$ cat config.mk
export PLATFORM = sky130hd
export DESIGN_NAME = blob_tracker
export DESIGN_NICKNAME = d
export VERILOG_FILES = /design/src/rtl/blob_tracker.sv
export SDC_FILE = /design/constraint.sdc
export NUM_CORES = 1
export LEC_CHECK = 0
export CELL_PAD_IN_SITES_DETAIL_PLACEMENT = 1
export CELL_PAD_IN_SITES_GLOBAL_PLACEMENT = 2
export CORE_UTILIZATION = 36
export DETAILED_ROUTE_END_ITERATION = 12
export GPL_TIMING_DRIVEN = 0
export PLACE_DENSITY_LB_ADDON = 0.1
export SLEW_MARGIN = 40
export SYNTH_ARGS = -nofsm -noshare
export SYNTH_HDL_FRONTEND = slang
export SYNTH_SLANG_ARGS = --single-unit
$ cat constraint.sdc
create_clock -name clk -period 3.65 [get_ports clk]
set_input_delay 0.73 -clock clk [delete_from_list [all_inputs] [get_ports clk]]
set_output_delay 0.73 -clock clk [all_outputs]
set_load 0.02 [all_outputs]
$ cat src/rtl/blob_tracker.sv
// Per-frame colour-blob tracker: counts target pixels in equal-width column zones,
// then reports the busiest zone, the frame total and a persistence-filtered detect flag.
module blob_tracker #(
    parameter int H_ACTIVE   = 640,
    parameter int N_ZONES    = 4,
    parameter int COUNT_W    = 19,
    parameter int MIN_PIXELS = 100,
    parameter int PERSIST    = 3
) (
    input  logic                       clk,
    input  logic                       rst_n,
    input  logic                       pixel_valid,
    input  logic                       vsync,
    input  logic                       is_orange,
    output logic [$clog2(N_ZONES)-1:0] zone_idx,
    output logic [COUNT_W-1:0]         total_count,
    output logic                       detected,
    output logic                       result_valid,
    output logic                       overrun
);

    localparam int ZONE_W = H_ACTIVE / N_ZONES;
    localparam int ZI_W   = $clog2(N_ZONES);
    localparam int X_W    = $clog2(H_ACTIVE + 1);
    localparam int P_W    = $clog2(PERSIST + 1);
    localparam int CMP_W  = (COUNT_W > 32) ? COUNT_W : 32;
    localparam logic [COUNT_W-1:0] CNT_MAX = '1;

    typedef enum logic [1:0] {IDLE, SCAN, UPDATE} state_t;

    state_t               r_state, w_nextState;
    logic                 r_vsync, r_armed, r_frameEnd;
    logic [X_W-1:0]       r_x, r_boundary;
    logic [ZI_W-1:0]      r_z;
    logic [COUNT_W-1:0]   r_acc    [N_ZONES];
    logic [COUNT_W-1:0]   r_shadow [N_ZONES];
    logic [COUNT_W-1:0]   w_accNext[N_ZONES];
    logic [ZI_W-1:0]      r_scanIdx, r_maxIdx, w_maxIdxNext;
    logic [COUNT_W-1:0]   r_maxVal, r_sum, w_val, w_sumNext, w_maxValNext;
    logic [COUNT_W:0]     w_sumWide;
    logic [P_W-1:0]       r_persist, w_persistNext;
    logic                 w_snap, w_lastZone, w_hit;
    logic [ZI_W-1:0]      r_zoneIdx;
    logic [COUNT_W-1:0]   r_totalCount;
    logic                 r_detected, r_resultValid, r_overrun;

    assign zone_idx     = r_zoneIdx;
    assign total_count  = r_totalCount;
    assign detected     = r_detected;
    assign result_valid = r_resultValid;
    assign overrun      = r_overrun;

    // Frame end needs vsync to have been seen high since reset, so a vsync held low
    // across reset release cannot fake a falling edge.
    always_ff @(posedge clk or negedge rst_n) begin
        if (!rst_n) begin
            r_vsync    <= 1'b1;
            r_armed    <= 1'b0;
            r_frameEnd <= 1'b0;
        end else begin
            r_vsync    <= vsync;
            r_armed    <= r_armed | vsync;
            r_frameEnd <= r_armed & r_vsync & ~vsync;
        end
    end

    // Zone boundaries are tracked with a running compare value instead of a divide.
    always_ff @(posedge clk or negedge rst_n) begin
        if (!rst_n) begin
            r_x        <= '0;
            r_z        <= '0;
            r_boundary <= X_W'(ZONE_W - 1);
        end else if (pixel_valid) begin
            if (r_x != '1)
                r_x <= r_x + 1'b1;
            if (r_x == r_boundary && r_z != ZI_W'(N_ZONES - 1)) begin
                r_z        <= r_z + 1'b1;
                r_boundary <= r_boundary + X_W'(ZONE_W);
            end
        end else begin
            r_x        <= '0;
            r_z        <= '0;
            r_boundary <= X_W'(ZONE_W - 1);
        end
    end

    always_comb begin
        for (int i = 0; i < N_ZONES; i++) begin
            w_accNext[i] = w_snap ? '0 : r_acc[i];
            if (pixel_valid && is_orange && r_z == ZI_W'(i) && w_accNext[i] != CNT_MAX)
                w_accNext[i] = w_accNext[i] + 1'b1;
        end
    end

    always_ff @(posedge clk or negedge rst_n) begin
        if (!rst_n) begin
            for (int i = 0; i < N_ZONES; i++) begin
                r_acc[i]    <= '0;
                r_shadow[i] <= '0;
            end
        end else begin
            r_acc <= w_accNext;
            if (w_snap)
                r_shadow <= r_acc;
        end
    end

    always_ff @(posedge clk or negedge rst_n) begin
        if (!rst_n)
            r_state <= IDLE;
        else
            r_state <= w_nextState;
    end

    always_comb begin
        w_nextState = r_state;
        w_snap      = 1'b0;
        case (r_state)
            IDLE: begin
                if (r_frameEnd) begin
                    w_snap      = 1'b1;
                    w_nextState = SCAN;
                end
            end
            SCAN:    if (w_lastZone) w_nextState = UPDATE;
            UPDATE:  w_nextState = IDLE;
            default: w_nextState = IDLE;
        endcase
    end

    // Strict greater-than keeps the lower zone on ties and zone 0 on an empty frame.
    always_comb begin
        w_lastZone   = (r_scanIdx == ZI_W'(N_ZONES - 1));
        w_val        = r_shadow[r_scanIdx];
        w_sumWide    = {1'b0, r_sum} + {1'b0, w_val};
        w_sumNext    = w_sumWide[COUNT_W] ? CNT_MAX : w_sumWide[COUNT_W-1:0];
        w_maxValNext = r_maxVal;
        w_maxIdxNext = r_maxIdx;
        if (w_val > r_maxVal) begin
            w_maxValNext = w_val;
            w_maxIdxNext = r_scanIdx;
        end
        w_hit = (CMP_W'(w_sumNext) >= CMP_W'(MIN_PIXELS));
        if (!w_hit)
            w_persistNext = '0;
        else if (r_persist == P_W'(PERSIST))
            w_persistNext = r_persist;
        else
            w_persistNext = r_persist + 1'b1;
    end

    // Results are registered on the last scan step so they are visible during UPDATE.
    always_ff @(posedge clk or negedge rst_n) begin
        if (!rst_n) begin
            r_scanIdx     <= '0;
            r_sum         <= '0;
            r_maxVal      <= '0;
            r_maxIdx      <= '0;
            r_persist     <= '0;
            r_zoneIdx     <= '0;
            r_totalCount  <= '0;
            r_detected    <= 1'b0;
            r_resultValid <= 1'b0;
            r_overrun     <= 1'b0;
        end else begin
            r_resultValid <= 1'b0;
            if (r_frameEnd && r_state != IDLE)
                r_overrun <= 1'b1;
            if (w_snap) begin
                r_scanIdx <= '0;
                r_sum     <= '0;
                r_maxVal  <= '0;
                r_maxIdx  <= '0;
            end else if (r_state == SCAN) begin
                r_scanIdx <= r_scanIdx + 1'b1;
                r_sum     <= w_sumNext;
                r_maxVal  <= w_maxValNext;
                r_maxIdx  <= w_maxIdxNext;
                if (w_lastZone) begin
                    r_zoneIdx     <= w_maxIdxNext;
                    r_totalCount  <= w_sumNext;
                    r_resultValid <= 1'b1;
                    r_persist     <= w_persistNext;
                    r_detected    <= (w_persistNext == P_W'(PERSIST));
                end
            end
        end
    end

endmodule

==> impl_metrics.csv, run 1 <==
group,metric,value,unit
logic_synthesis,ys_types,64,
sta,fin_setup_tns,-0.3227,ns
floorplan,die_x,186.3,um
place,routabilityCongestion,0.8802,
critical_path,rr_worst_depth,12,
grt,grt_overflow_total,0,
power_and_ir_drop,power_leakage,6.768,nW
layout,final_nets,1419,
critical_path,critPathBufInv,2,
sta,setup_viol,3,
power_and_ir_drop,power_density,605.4,mW/mm^2
floorplan,rows,67,
route,antenna_left,0,
logic_synthesis,ys_ff_latch,243,
route,drc,2,
route,avgRoutedWirePerCell,20.21,um
grt,grtUsageTotal,0.2223,
layout,final_common_cell,"nand2_1",
logic_synthesis,synthCells,1293,
logic_synthesis,synth-main-ff-cell,"dfrtp_1",
critical_path,rrSetupSlack,-0.12,ns
place,io_buffers,28,
flow_run,cap_violations,0,
critical_path,criticalPathCategory,"reg2reg",
logic_synthesis,ys_warn_count,0,
route,vias_per_cell,5.189,
floorplan,core_region_area,0.03345,mm^2
grt,grt_pass1_wl,58.48,mm
clocking,htreeDepth,1,
clocking,cts_tree,"done",
floorplan,start_util,0.3655,
clocking,cts.clk_slew.worst_paths,0.06,ns
clocking,insertion_delay,0.56,ns
grt,antenna_found_initial,0,
clocking,cts_buffers,29,
run_status,outcome,"finished with violations",
sta,min_period_over_period,1.032,
floorplan,dieArea,0.03470,mm^2
logic_synthesis,syn_nets,1348,
critical_path,crit_family,"simple AND/OR/NAND/NOR gates",
layout,stdcell_area,0.01459,mm^2
floorplan,pin_count,29,
sta,hold_viol_final,0,
hold_path,hp-class,"reg2reg",
grt,grt_pass1_vias,9855,
clocking,cts_root_buf,"clkbuf_16",
hold_path,hold_start,"r_armed",
logic_synthesis,synth_edf_count,0,
critical_path,cpMaxStageDelayCell,"mux4_2",
logic_synthesis,synth_area,0.01222,mm^2
critical_path,worst-path-max-fanout,6,
sta,worst_slack,-0.1163,ns
logic_synthesis,synth-seq-area-share,0.4977,
place,hpwl,27.48,mm
route,via_count,9506,
run_status,violations,"DRC, setup timing",
critical_path,regToRegStartpoint,"r_scanIdx[0]",
floorplan,die_h,186.3,um
layout,layout_common_cells,"nand2_1, dfrtp_1, nor2_1",
critical_path,cp.required,4.08,ns
hold_path,holdPathEnd,"r_armed",
sta,slew_viol_final,0,
sta,rsz0062_at_grt,"true",
power_and_ir_drop,ir_drop,0.4858,mV
logic_synthesis,synth_async_sr_flop_share,1.000,
critical_path,path_cells,"buf_6 > mux4_2 > ha_4 > a211oi_4 > nor2_2 > xor2_2 > or3_4 > a311oi_4 > or4b_4 > nor4_4 > buf_6 > nor2_2",
layout,syn2layout_area_growth,19.38,%
sta,maxSlewHeadroom,0.4376,
route,drt_iter0_drc,420,
sta,fmax,265.5,MHz
layout,insertedDiodeCount,0,
sta,finClkSkew,0.01598,ns
sta,tightest_slew,0.8436,ns
hold_path,hold_path_depth,1,
layout,layout-drive-gt1-share,0.1192,
critical_path,end_kind,"flip-flop",
place,dpl_cell_area,0.01320,mm^2
clocking,ctsLongestPathBuffers,3,
critical_path,timing.rr.end,"r_persist[0]",
route,drt-total-wl,37.03,mm
critical_path,critical_path_arrival,4.20,ns
critical_path,cpPeakStageDelay,0.61,ns
logic_synthesis,syn_area_per_cell,9.454,um^2
route,dr.pass1.iters,9,
sta,fin_crit,3.766,ns
grt,grt_max_degree,69,
critical_path,start_kind,"flip-flop",
clocking,numClockSinks,243,
## worst register-to-register path, cell delays in order (launching register included)
cell and delay, ns:
dfrtp_2 0.48, buf_6 0.13, mux4_2 0.61, ha_4 0.27
a211oi_4 0.24, nor2_2 0.09, xor2_2 0.16, or3_4 0.41
a311oi_4 0.35, or4b_4 0.54, nor4_4 0.16, buf_6 0.17
nor2_2 0.05
## metrics by stage
stage                     instances  total power [W]  setup WS [ns]  hold slack [ns]  utilization
final                          1832         0.008834        -0.1163           0.4746       0.4363
after global routing           1832         0.009309        -0.2160           0.4943       0.4363
after CTS                      1827         0.008788        -0.2325           0.4769       0.4294
after detailed placement       1773         0.005643         -1.148           0.4595       0.3945
after global placement         1769         0.005589         -9.489           0.4546       0.3908
after floorplan                1293         0.004655        0.01292           0.4344            -
## sequential cells by signal, indices dropped and copies added (netlist names), 2 cells and up
register / flops
r_sum: 19
total_count: 19
r_x: 10
r_maxIdx: 2
r_shadow: 76
r_z: 2
r_state: 2
r_persist: 2
r_maxVal: 19
zone_idx: 2
r_acc: 76
r_scanIdx: 2
r_boundary: 6
## cell families after synthesis
logic type               count (synthesis)  synth area share
flip-flops                             243            0.4977
XOR/XNOR                                89           0.06377
adder cells (fa/ha/maj)                 50           0.05179
AO/OA/AOI/OAI                          183           0.09283
buffers and inverters                   97           0.03040
multiplexers                            28           0.04278
AND/OR/NAND/NOR                        603            0.2207
## final cells by class
cell class                 count  area, um^2
buffer                        51       242.7
tap                          448       560.5
multi-input combinational    953        6077
fill                        3758       18860
timing repair buffer          45       503.0
sequential                   243        6086
clock buffer                  45       885.9
inverter                      41       153.9
clock inverter                 6       83.83
## where the power goes
| group | switching [W] | internal, W | leakage (nW) |
|---|---|---|---|
| Combinational | 0.00169 | 0.000995 | 2.95 |
| Clock | 0.00115 | 0.00179 | 0.481 |
| Sequential | 0.000227 | 0.00298 | 3.33 |
| Total | 0.00307 | 0.00576 | 6.77 |
## routing by layer
layer	track usage	vias to the layer above	part of all wire
li1	-	4545	-
met1	0.2950	4825	0.45
met2	0.3937	97	0.51
met3	0.02317	39	0.023
met4	0.04230	0	0.016
met5	0	-	0
## how the worst max path moves through the flow
stage          cells past startpoint  slack, ns            to         start
2_1_floorplan                     13       0.01  r_persist[0]  r_scanIdx[0]
3_3_place_gp                       1      -9.49     r_acc[43]         rst_n
3_5_place_dp                      12      -1.15  r_persist[0]  r_scanIdx[0]
4_1_cts                           12      -0.23  r_persist[0]  r_scanIdx[0]
5_1_grt                           13      -0.22  r_persist[0]  r_scanIdx[0]
6_report                          12      -0.12  r_persist[0]  r_scanIdx[0]
## synth_stat cells, types with 13 or more instances
library cell	number	share of area
xor2_1	58	0.042
nor3_1	13	0.0053
nand2_1	336	0.10
o21ai_0	69	0.028
dfrtp_1	240	0.49
nand3_1	56	0.023
xnor2_1	31	0.022
nand4_1	26	0.013
and3_1	14	0.0072
ha_1	49	0.050
nor2_1	89	0.027
mux4_2	19	0.035
clkbuf_1	51	0.016
inv_1	41	0.013
o31ai_1	20	0.012
a21oi_1	40	0.016
## what timing repair did
| item | CTS | global route |
|---|---|---|
| buffers inserted | 7 | 5 |
| hold buffers | 1 | 0 |
| pin swaps | 4 | 12 |
| endpoints found under the hold margin | 14 | 0 |
| resized for setup | 35 | 55 |
| setup endpoints to repair | 114 | 76 |
(Power assumes the default switching activity.)
==> run 2, diff against run 1 <==
--- a/config.mk
+++ b/config.mk
@@ -11,6 +11,7 @@
 export DETAILED_ROUTE_END_ITERATION = 12
 export GPL_TIMING_DRIVEN = 0
 export PLACE_DENSITY_LB_ADDON = 0.1
+export RECOVER_POWER = 50
 export SLEW_MARGIN = 40
 export SYNTH_ARGS = -nofsm -noshare
 export SYNTH_HDL_FRONTEND = slang
==> run 2 against run 1 <==
Compared with the run above:
- the flow still finishes with violations (DRC, setup timing)
- sequential power about the same
- largest power group unchanged
- sequential share of layout area up 0.12 points
- maximum frequency barely moved
- global-route usage unchanged
- clock power barely moved
- largest cell class unchanged
- cell count stayed put
- first-iteration DRC count up 0.48%
- worst hold slack is essentially flat
==> impl_metrics.csv, run 2 (synthesis gave the netlist of run 1 again) <==
group,metric,value,unit
run_status,outcome,"finished with violations",
run_status,violations,"DRC, setup timing",
sta,finClkSkew,0.01579,ns
critical_path,crit_cells,12,
route,drt-total-wl,37.02,mm
grt,grt_max_degree,69,
power_and_ir_drop,power_leakage,6.750,nW
critical_path,path_cells,"buf_6 > mux4_2 > ha_4 > a211oi_4 > nor2_2 > xor2_2 > or3_4 > a311oi_4 > or4b_4 > nor4_4 > buf_6 > nor2_2",
power_and_ir_drop,power_density,606.7,mW/mm^2
floorplan,pin_count,29,
sta,rsz0062_at_grt,"true",
layout,insertedDiodeCount,0,
layout,stdcell_area,0.01455,mm^2
clocking,ctsLongestPathBuffers,3,
sta,slew_viol_final,0,
critical_path,rr_worst_depth,12,
critical_path,criticalPathCategory,"reg2reg",
route,wl_met3,837,um
clocking,cts_buffers,29,
layout,syn2layout_area_growth,19.04,%
critical_path,cpPeakStageDelay,0.61,ns
route,via_count,9503,
critical_path,critical_path_arrival,4.20,ns
floorplan,start_util,0.3655,
clocking,cts.clk_slew.worst_paths,0.06,ns
grt,antenna_found_initial,0,
sta,worst_slack,-0.1201,ns
sta,hold_viol_final,0,
clocking,insertion_delay,0.56,ns
critical_path,cp.required,4.08,ns
layout,layout_common_cells,"nand2_1, dfrtp_1, nor2_1",
floorplan,die_h,186.3,um
flow_run,cap_violations,0,
route,top_layer,"met4",
route,wirelength_met1,16.74,mm
place,dpl_cell_area,0.01320,mm^2
sta,fmax,265.2,MHz
critical_path,rrSetupSlack,-0.12,ns
route,vias_per_cell,5.187,
critical_path,timing.rr.end,"r_persist[0]",
hold_path,hold_path_depth,1,
hold_path,hp-class,"reg2reg",
critical_path,end_kind,"flip-flop",
sta,min_period_over_period,1.033,
critical_path,cpMaxStageDelayCell,"mux4_2",
route,drc,2,
hold_path,holdPathEnd,"r_armed",
layout,nFillCells,3762,
route,antenna_left,0,
clocking,htreeDepth,1,
route,dr.pass1.iters,9,
layout,fin_util,0.4350,
clocking,numClockSinks,243,
layout,layout.cells.non_filler,1832,
sta,fin_crit,3.770,ns
critical_path,critPathBufInv,2,
grt,grt_pass1_wl,58.48,mm
grt,grt_overflow_total,0,
clocking,cts_tree,"done",
place,routabilityCongestion,0.8802,
route,avgRoutedWirePerCell,20.21,um
route,drt_iter0_drc,422,
sta,maxSlewHeadroom,0.06726,
floorplan,die_x,186.3,um
sta,fin_setup_tns,-0.3337,ns
place,io_buffers,28,
layout,final_nets,1419,
grt,grt_pass1_vias,9855,
layout,layout-drive-gt1-share,0.1185,
place,place_ws,-1.148,ns
power_and_ir_drop,ir_drop,0.4858,mV
place,post-place-cells,1773,
floorplan,core_region_area,0.03345,mm^2
place,hpwl,27.48,mm
layout,reg.largest.list,"r_acc: 76 flops, r_shadow: 76 flops",
critical_path,start_kind,"flip-flop",
layout,final_common_cell,"nand2_1",
hold_path,hold_start,"r_armed",
floorplan,rows,67,
critical_path,regToRegStartpoint,"r_scanIdx[0]",
critical_path,crit_family,"simple AND/OR/NAND/NOR gates",
sta,tightest_slew,1.399,ns
critical_path,worst-path-max-fanout,6,
clocking,cts_root_buf,"clkbuf_16",
grt,grtUsageTotal,0.2223,
route,wl_met2,18.86,mm
floorplan,dieArea,0.03470,mm^2
sta,setup_viol,3,
==> run 2: worst max-delay path by stage <==
stage                             from            to  slack (ns)
final                     r_scanIdx[0]  r_persist[0]       -0.12
after floorplan           r_scanIdx[0]  r_persist[0]        0.01
after global placement           rst_n     r_acc[43]       -9.49
after CTS                 r_scanIdx[0]  r_persist[0]       -0.23
after global routing      r_scanIdx[0]  r_persist[0]       -0.22
after detailed placement  r_scanIdx[0]  r_persist[0]       -1.15
==> run 2: per-stage QoR <==
stage / hold slack, ns / power, W
after global placement: 0.4546 / 0.005589
after CTS: 0.4769 / 0.008788
final: 0.4746 / 0.008828
after detailed placement: 0.4595 / 0.005643
after global routing: 0.4943 / 0.009303
after floorplan: 0.4344 / 0.004655
==> run 2: layout make-up <==
cell class,count,area [um^2],share of cell area
Sequential cell,243,6086,0.4182
Multi-Input combinational cell,953,6077,0.4176
Clock buffer,45,885.9,0.06088
Tap cell,448,560.5,0.03852
Timing Repair Buffer,45,461.7,0.03173
Buffer,51,242.7,0.01668
Inverter,41,153.9,0.01058
Clock inverter,6,83.83,0.005761
==> run 2: what timing repair did <==
action / 4_1_cts / 5_1_grt
endpoints found under the hold margin: 14 / 0
setup endpoints to repair: 114 / 76
pin swaps: 4 / 12
buffers inserted: 7 / 5
hold buffers: 1 / 0
gates resized for setup: 35 / 55
==> run 2: worst register-to-register path, stage by stage, from the launching register on <==
cell	delay, ns
dfrtp_2	0.48
buf_6	0.13
mux4_2	0.61
ha_4	0.27
a211oi_4	0.24
nor2_2	0.09
xor2_2	0.16
or3_4	0.41
a311oi_4	0.35
or4b_4	0.54
nor4_4	0.16
buf_6	0.17
nor2_2	0.05
==> run 2: layer usage <==
metal,vias up,global-route usage
met5,-,0
met3,39,0.02317
met2,95,0.3937
met4,0,0.04230
met1,4826,0.2950
li1,4543,-
==> run 2: where the power goes <==
part | switching [W] | total, W | internal (W)
logic | 0.00169 | 0.00268 | 0.000989
registers | 0.000227 | 0.00321 | 0.00298
clock network | 0.00115 | 0.00294 | 0.00179
total | 0.00307 | 0.00883 | 0.00576
